===== config.mk =====
export PLATFORM = sky130hd
export DESIGN_NAME = fp8_result_packer
export DESIGN_NICKNAME = d
export VERILOG_FILES = /design/src/rtl/fp8_result_packer.sv
export SDC_FILE = /design/constraint.sdc
export NUM_CORES = 1
export LEC_CHECK = 0
export ABC_CLOCK_PERIOD_IN_PS = 2600
export CELL_PAD_IN_SITES_DETAIL_PLACEMENT = 1
export CELL_PAD_IN_SITES_GLOBAL_PLACEMENT = 1
export CORE_MARGIN = 4
export CORE_UTILIZATION = 35
export DETAILED_ROUTE_END_ITERATION = 7
export GPL_ROUTABILITY_DRIVEN = 0
export PLACE_DENSITY = 0.84
export SYNTH_ARGS = -nofsm -noshare
export SYNTH_HDL_FRONTEND = slang
export SYNTH_SLANG_ARGS = --single-unit

===== constraint.sdc =====
create_clock -name clk -period 2.6 [get_ports clk]
set_input_delay 0.52 -clock clk [delete_from_list [all_inputs] [get_ports clk]]
set_output_delay 0.52 -clock clk [all_outputs]
set_load 0.1 [all_outputs]

===== src/rtl/fp8_result_packer.sv =====
// Normalize-and-pack stage for the fp8 add/sub datapath.
// Shifts the raw significand one step per cycle, then emits {sign, exp, frac}.
module fp8_result_packer (
    input  logic       clk,
    input  logic       rst,
    input  logic       in_valid,
    output logic       in_ready,
    input  logic       in_sign,
    input  logic [3:0] in_exp,
    input  logic [4:0] in_sig,
    output logic       out_valid,
    input  logic       out_ready,
    output logic [7:0] out_data
);

    typedef enum logic [1:0] {
        IDLE,
        NORM,
        DONE
    } state_t;

    state_t     state;
    logic       sign_q;
    logic [3:0] exp_q;
    logic [4:0] sig_q;

    logic       norm_done;
    logic [7:0] norm_data;

    // Resolve one NORM step; norm_done=0 means another left shift is needed.
    always_comb begin
        norm_done = 1'b1;
        norm_data = 8'h00;
        if (sig_q == 5'd0 || exp_q == 4'd0) begin
            norm_data = 8'h00;
        end else if (sig_q[4] && exp_q == 4'hF) begin
            norm_data = {sign_q, 4'hF, 3'b111};
        end else if (sig_q[4]) begin
            norm_data = {sign_q, exp_q + 4'd1, sig_q[3:1]};
        end else if (sig_q[3]) begin
            norm_data = {sign_q, exp_q, sig_q[2:0]};
        end else if (exp_q <= 4'd1) begin
            norm_data = 8'h00;
        end else begin
            norm_done = 1'b0;
        end
    end

    always_ff @(posedge clk) begin
        if (rst) begin
            state     <= IDLE;
            in_ready  <= 1'b1;
            out_valid <= 1'b0;
            out_data  <= 8'h00;
            sign_q    <= 1'b0;
            exp_q     <= 4'd0;
            sig_q     <= 5'd0;
        end else begin
            unique case (state)
                IDLE: begin
                    if (in_valid) begin
                        sign_q   <= in_sign;
                        exp_q    <= in_exp;
                        sig_q    <= in_sig;
                        in_ready <= 1'b0;
                        state    <= NORM;
                    end
                end
                NORM: begin
                    if (norm_done) begin
                        out_data  <= norm_data;
                        out_valid <= 1'b1;
                        state     <= DONE;
                    end else begin
                        sig_q <= {sig_q[3:0], 1'b0};
                        exp_q <= exp_q - 4'd1;
                    end
                end
                DONE: begin
                    if (out_ready) begin
                        out_valid <= 1'b0;
                        in_ready  <= 1'b1;
                        state     <= IDLE;
                    end
                end
                default: begin
                    state    <= IDLE;
                    in_ready <= 1'b1;
                end
            endcase
        end
    end

endmodule

==> results.py, run 1 <==
metrics = {
    "die": {
        "coreArea_sq_um": 3128,
        "die_y_um": 65.85,
        "die_area_sq_um": 4336,
        "die_w_um": 65.85,
        "start_util_pct": 37.44,
        "io_pins": 24,
        "rows": 20,
    },
    "clocking": {
        "clock_sinks": 22,
        "cts_hold_buf": 0,
        "clockBufferDepth": 2,
        "post_cts_resized": 0,
        "cts_root_buffer": "clkbuf_4",
        "tritoncts": "done",
        "cts_made_buffers": 3,
        "ctsHtreeMaxLevel": 1,
        "clkLatencyLatePin_ns": 0.31,
        "post_cts_buffers": 0,
        "clk_pin_slew_ns": 0.12,
    },
    "job": {
        "cap_violations": 0,
    },
    "power": {
        "peakVddDrop_uv": 188.2,
        "p_leak_uw": 0.0005135,
        "powerDensity_nw_per_um2": 515.8,
        "p_total_uw": 742.2,
    },
    "sta": {
        "setup_tns_ns": 0,
        "relSlewSlack_pct": 62.31,
        "setup_viol": 0,
        "rsz0062_at_grt": "no",
        "fin_crit_sh_pct": 94.70,
        "maxSlewViolCount": 0,
        "tightest_slew_ns": 0.5603,
        "finalHoldViolCount": 0,
        "skew_ns": 0.005782,
        "period_minus_slack_ns": 2.462,
        "whs_ns": 0.4631,
        "max_freq_ghz": 0.4061,
    },
    "synthesis": {
        "synth_compound_area_share_pct": 24.57,
        "synthCells": 149,
        "synth_cell_types": 33,
        "synth_top_family_by_area": "simple AND/OR/NAND/NOR gates",
        "ys_seq_area_share_pct": 37.61,
        "synth_fp_nets": 167,
        "ys_ff_latch": 22,
        "synth_mux_area_share_pct": 0.9615,
        "synth-warning-count": 0,
        "yosys.area_share.simple_pct": 28.42,
        "synth_adder_area_share_pct": 4.274,
        "synth-xor-area-share_pct": 0,
        "syn_area_per_cell_sq_um": 7.860,
        "netlist_area_sq_um": 1171,
    },
    "setup_path": {
        "cp-startpoint": "exp_q[0]",
        "rr_startpoint": "exp_q[0]",
        "worstPathCellList": "inv_1 > ha_1 > or3_4 > a2111o_1 > o21ai_4 > nor2_1 > a311oi_1",
        "cp-start-kind": "register",
        "cp.arrival_ns": 2.68,
        "critPathSlowestCell": "a2111o_1",
        "critPathTopFamily": "compound AO/OA/AOI/OAI gates",
        "path_class": "register to register",
        "slowest_delay_ns": 0.50,
        "crit_required_ns": 2.82,
        "worst-path-buf-inv": 1,
        "crit_fanout": 10,
        "endpoint_kind": "register",
    },
    "global_routing": {
        "antenna_found_initial": 0,
        "grt_max_degree": 23,
        "grt_pass1_vias": 1143,
        "overflow": 0,
        "grt_pass1_wl_mm": 5.230,
        "track_usage_pct": 15.24,
    },
    "hold_path": {
        "hold_class": "register to register",
        "hold_start": "sign_q",
    },
    "route": {
        "avgViaCountPerCell": 5.235,
        "first_pass_iters": 5,
        "drc_errors": 0,
        "ant_nets": 0,
        "num_vias": 1115,
        "drt_wl_total_mm": 2.980,
        "drt_first_iter_violations": 38,
        "avgRoutedWirePerCell_um": 13.99,
    },
    "layout": {
        "final_cells": 213,
        "num_antenna_cells": 0,
        "nFillCells": 396,
        "multi_input_area_sq_um": 681.9,
        "nets": 189,
        "seq_area_sq_um": 440.4,
        "area_growth_pct": 22.86,
        "drive_gt1_share_pct": 13.61,
    },
    "placed_design": {
        "dp.cells": 210,
        "dp_hpwl_mm": 2.301,
        "io_buffers": 23,
    },
    "status": {
        "outcome": "finished, final reports clean",
    },
}
[placed cells by master, fill, tap and decap left out]
cell             netlist  final
a2111oi_2              1      1
nor2b_1                1      1
a21boi_0               1      1
a2111o_1               1      1
a311oi_1               4      4
mux2_2                 1      1
buf_4                  0     13
o211ai_1               7      7
nand3b_1               9      9
nand2_2                1      1
inv_1                  3      3
or3_1                  1      1
o21ai_4                1      1
nand4b_1               1      1
dfxtp_1               22     22
nand2b_1               2      2
nand2_1               33     33
o21bai_1               1      1
a21oi_1               12     12
o21ai_0                7      7
ha_1                   4      4
nor3_1                 2      2
nor2_1                11     11
a31oi_1                1      1
o31ai_1                3      3
nand4_1                2      2
or3_4                  1      1
clkdlybuf4s50_1        0     13
or2_2                  1      1
o41ai_1                1      1
clkbuf_4               0      3
nand3_1                4      4
a211o_2                1      1
[power by group]
group	total [uW]	internal (uW)	leakage (uW)	switching, uW
registers	394	358	0.000180	35.7
clock network	154	54.1	0.0000138	100
logic	194	76.2	0.000320	118
[final timing paths]
| check | endpoint | slack, ns | depth (start not counted) |
|---|---|---|---|
| worst max register to register | sig_q[1] | 0.14 | 7 |
| worst max-delay path | sig_q[1] | 0.14 | 7 |
| worst min register to register | sign_q | 0.46 | 2 |
| worst min-delay path | sign_q | 0.46 | 2 |
[synthesized netlist by cell type (all sizes together)]
cell type | count | area share [%]
nor3 | 2 | 0.85
nand2b | 2 | 1.1
nand2 | 34 | 11
nand4b | 1 | 0.75
a211o | 1 | 0.85
a31oi | 1 | 0.53
a2111oi | 1 | 1.3
o21bai | 1 | 0.64
ha | 4 | 4.3
a21oi | 12 | 5.1
dfxtp | 22 | 38
a21boi | 1 | 0.64
inv | 3 | 0.96
or2 | 1 | 0.53
buf | 4 | 1.6
or3 | 2 | 1.5
o211ai | 7 | 4.5
nand3 | 4 | 1.7
mux2 | 1 | 0.96
nand4 | 2 | 1.1
a311oi | 4 | 3.0
nand3b | 9 | 5.8
nor2 | 11 | 3.5
o41ai | 1 | 0.75
nor2b | 1 | 0.53
o31ai | 3 | 1.9
o21ai | 8 | 4.4
a2111o | 1 | 0.96
clkbuf | 5 | 1.6
[sequential cells by signal (all words and copies together), names as in the netlist]
register,flops
sign_q,1
in_ready,1
out_valid,1
out_data,8
sig_q,5
state,2
exp_q,4
[metrics by stage]
step | worst slack (ns) | utilization (%) | area, sq um
floorplan | 0.4134 | - | 1171
global placement | 0.3280 | 45.28 | 1416
detailed placement | 0.1761 | 45.28 | 1416
CTS | 0.1432 | 46.00 | 1439
global route | 0.004138 | 46.00 | 1439
finish | 0.1377 | 46.00 | 1439
[worst register-to-register path, delay by kind of cell, from the launching register on]
| family | cells | cell delay, ns |
|---|---|---|
| flops | 1 | 0.48 |
| compound gates | 3 | 1.04 |
| buf+inv | 1 | 0.13 |
| simple gates | 2 | 0.49 |
| fa+ha+maj | 1 | 0.25 |
[final cells by class]
type / count / area share, %
clock buffers: 3 / 1.565
inverters: 3 / 0.7826
well taps: 44 / 3.826
repair buffers: 26 / 15.83
flip-flops and latches: 22 / 30.61
multi-input cells: 115 / 47.39
[per-layer routing]
layer  track usage (%)  share of wire [%]  up-vias
li1                  -                  -      576
met1             18.67                 46      518
met2             27.03                 51       19
met3             1.871                3.1        2
met4             5.440               0.40        0
met5                 0                  0        -
[cells by family after synthesis]
group	after synthesis
muxes	1
and+or+nand+nor	69
buffers and inverters	12
DFF	22
adders and majority gates	4
AOI/OAI and AO/OA	41
Power figures use the tool's default switching activity.
==> run 2, diff against run 1 <==
- CAP_MARGIN: default -> 5
==> results of run 2 <==
Same layout as run 1: the final DEF is identical, and so are final timing and power.
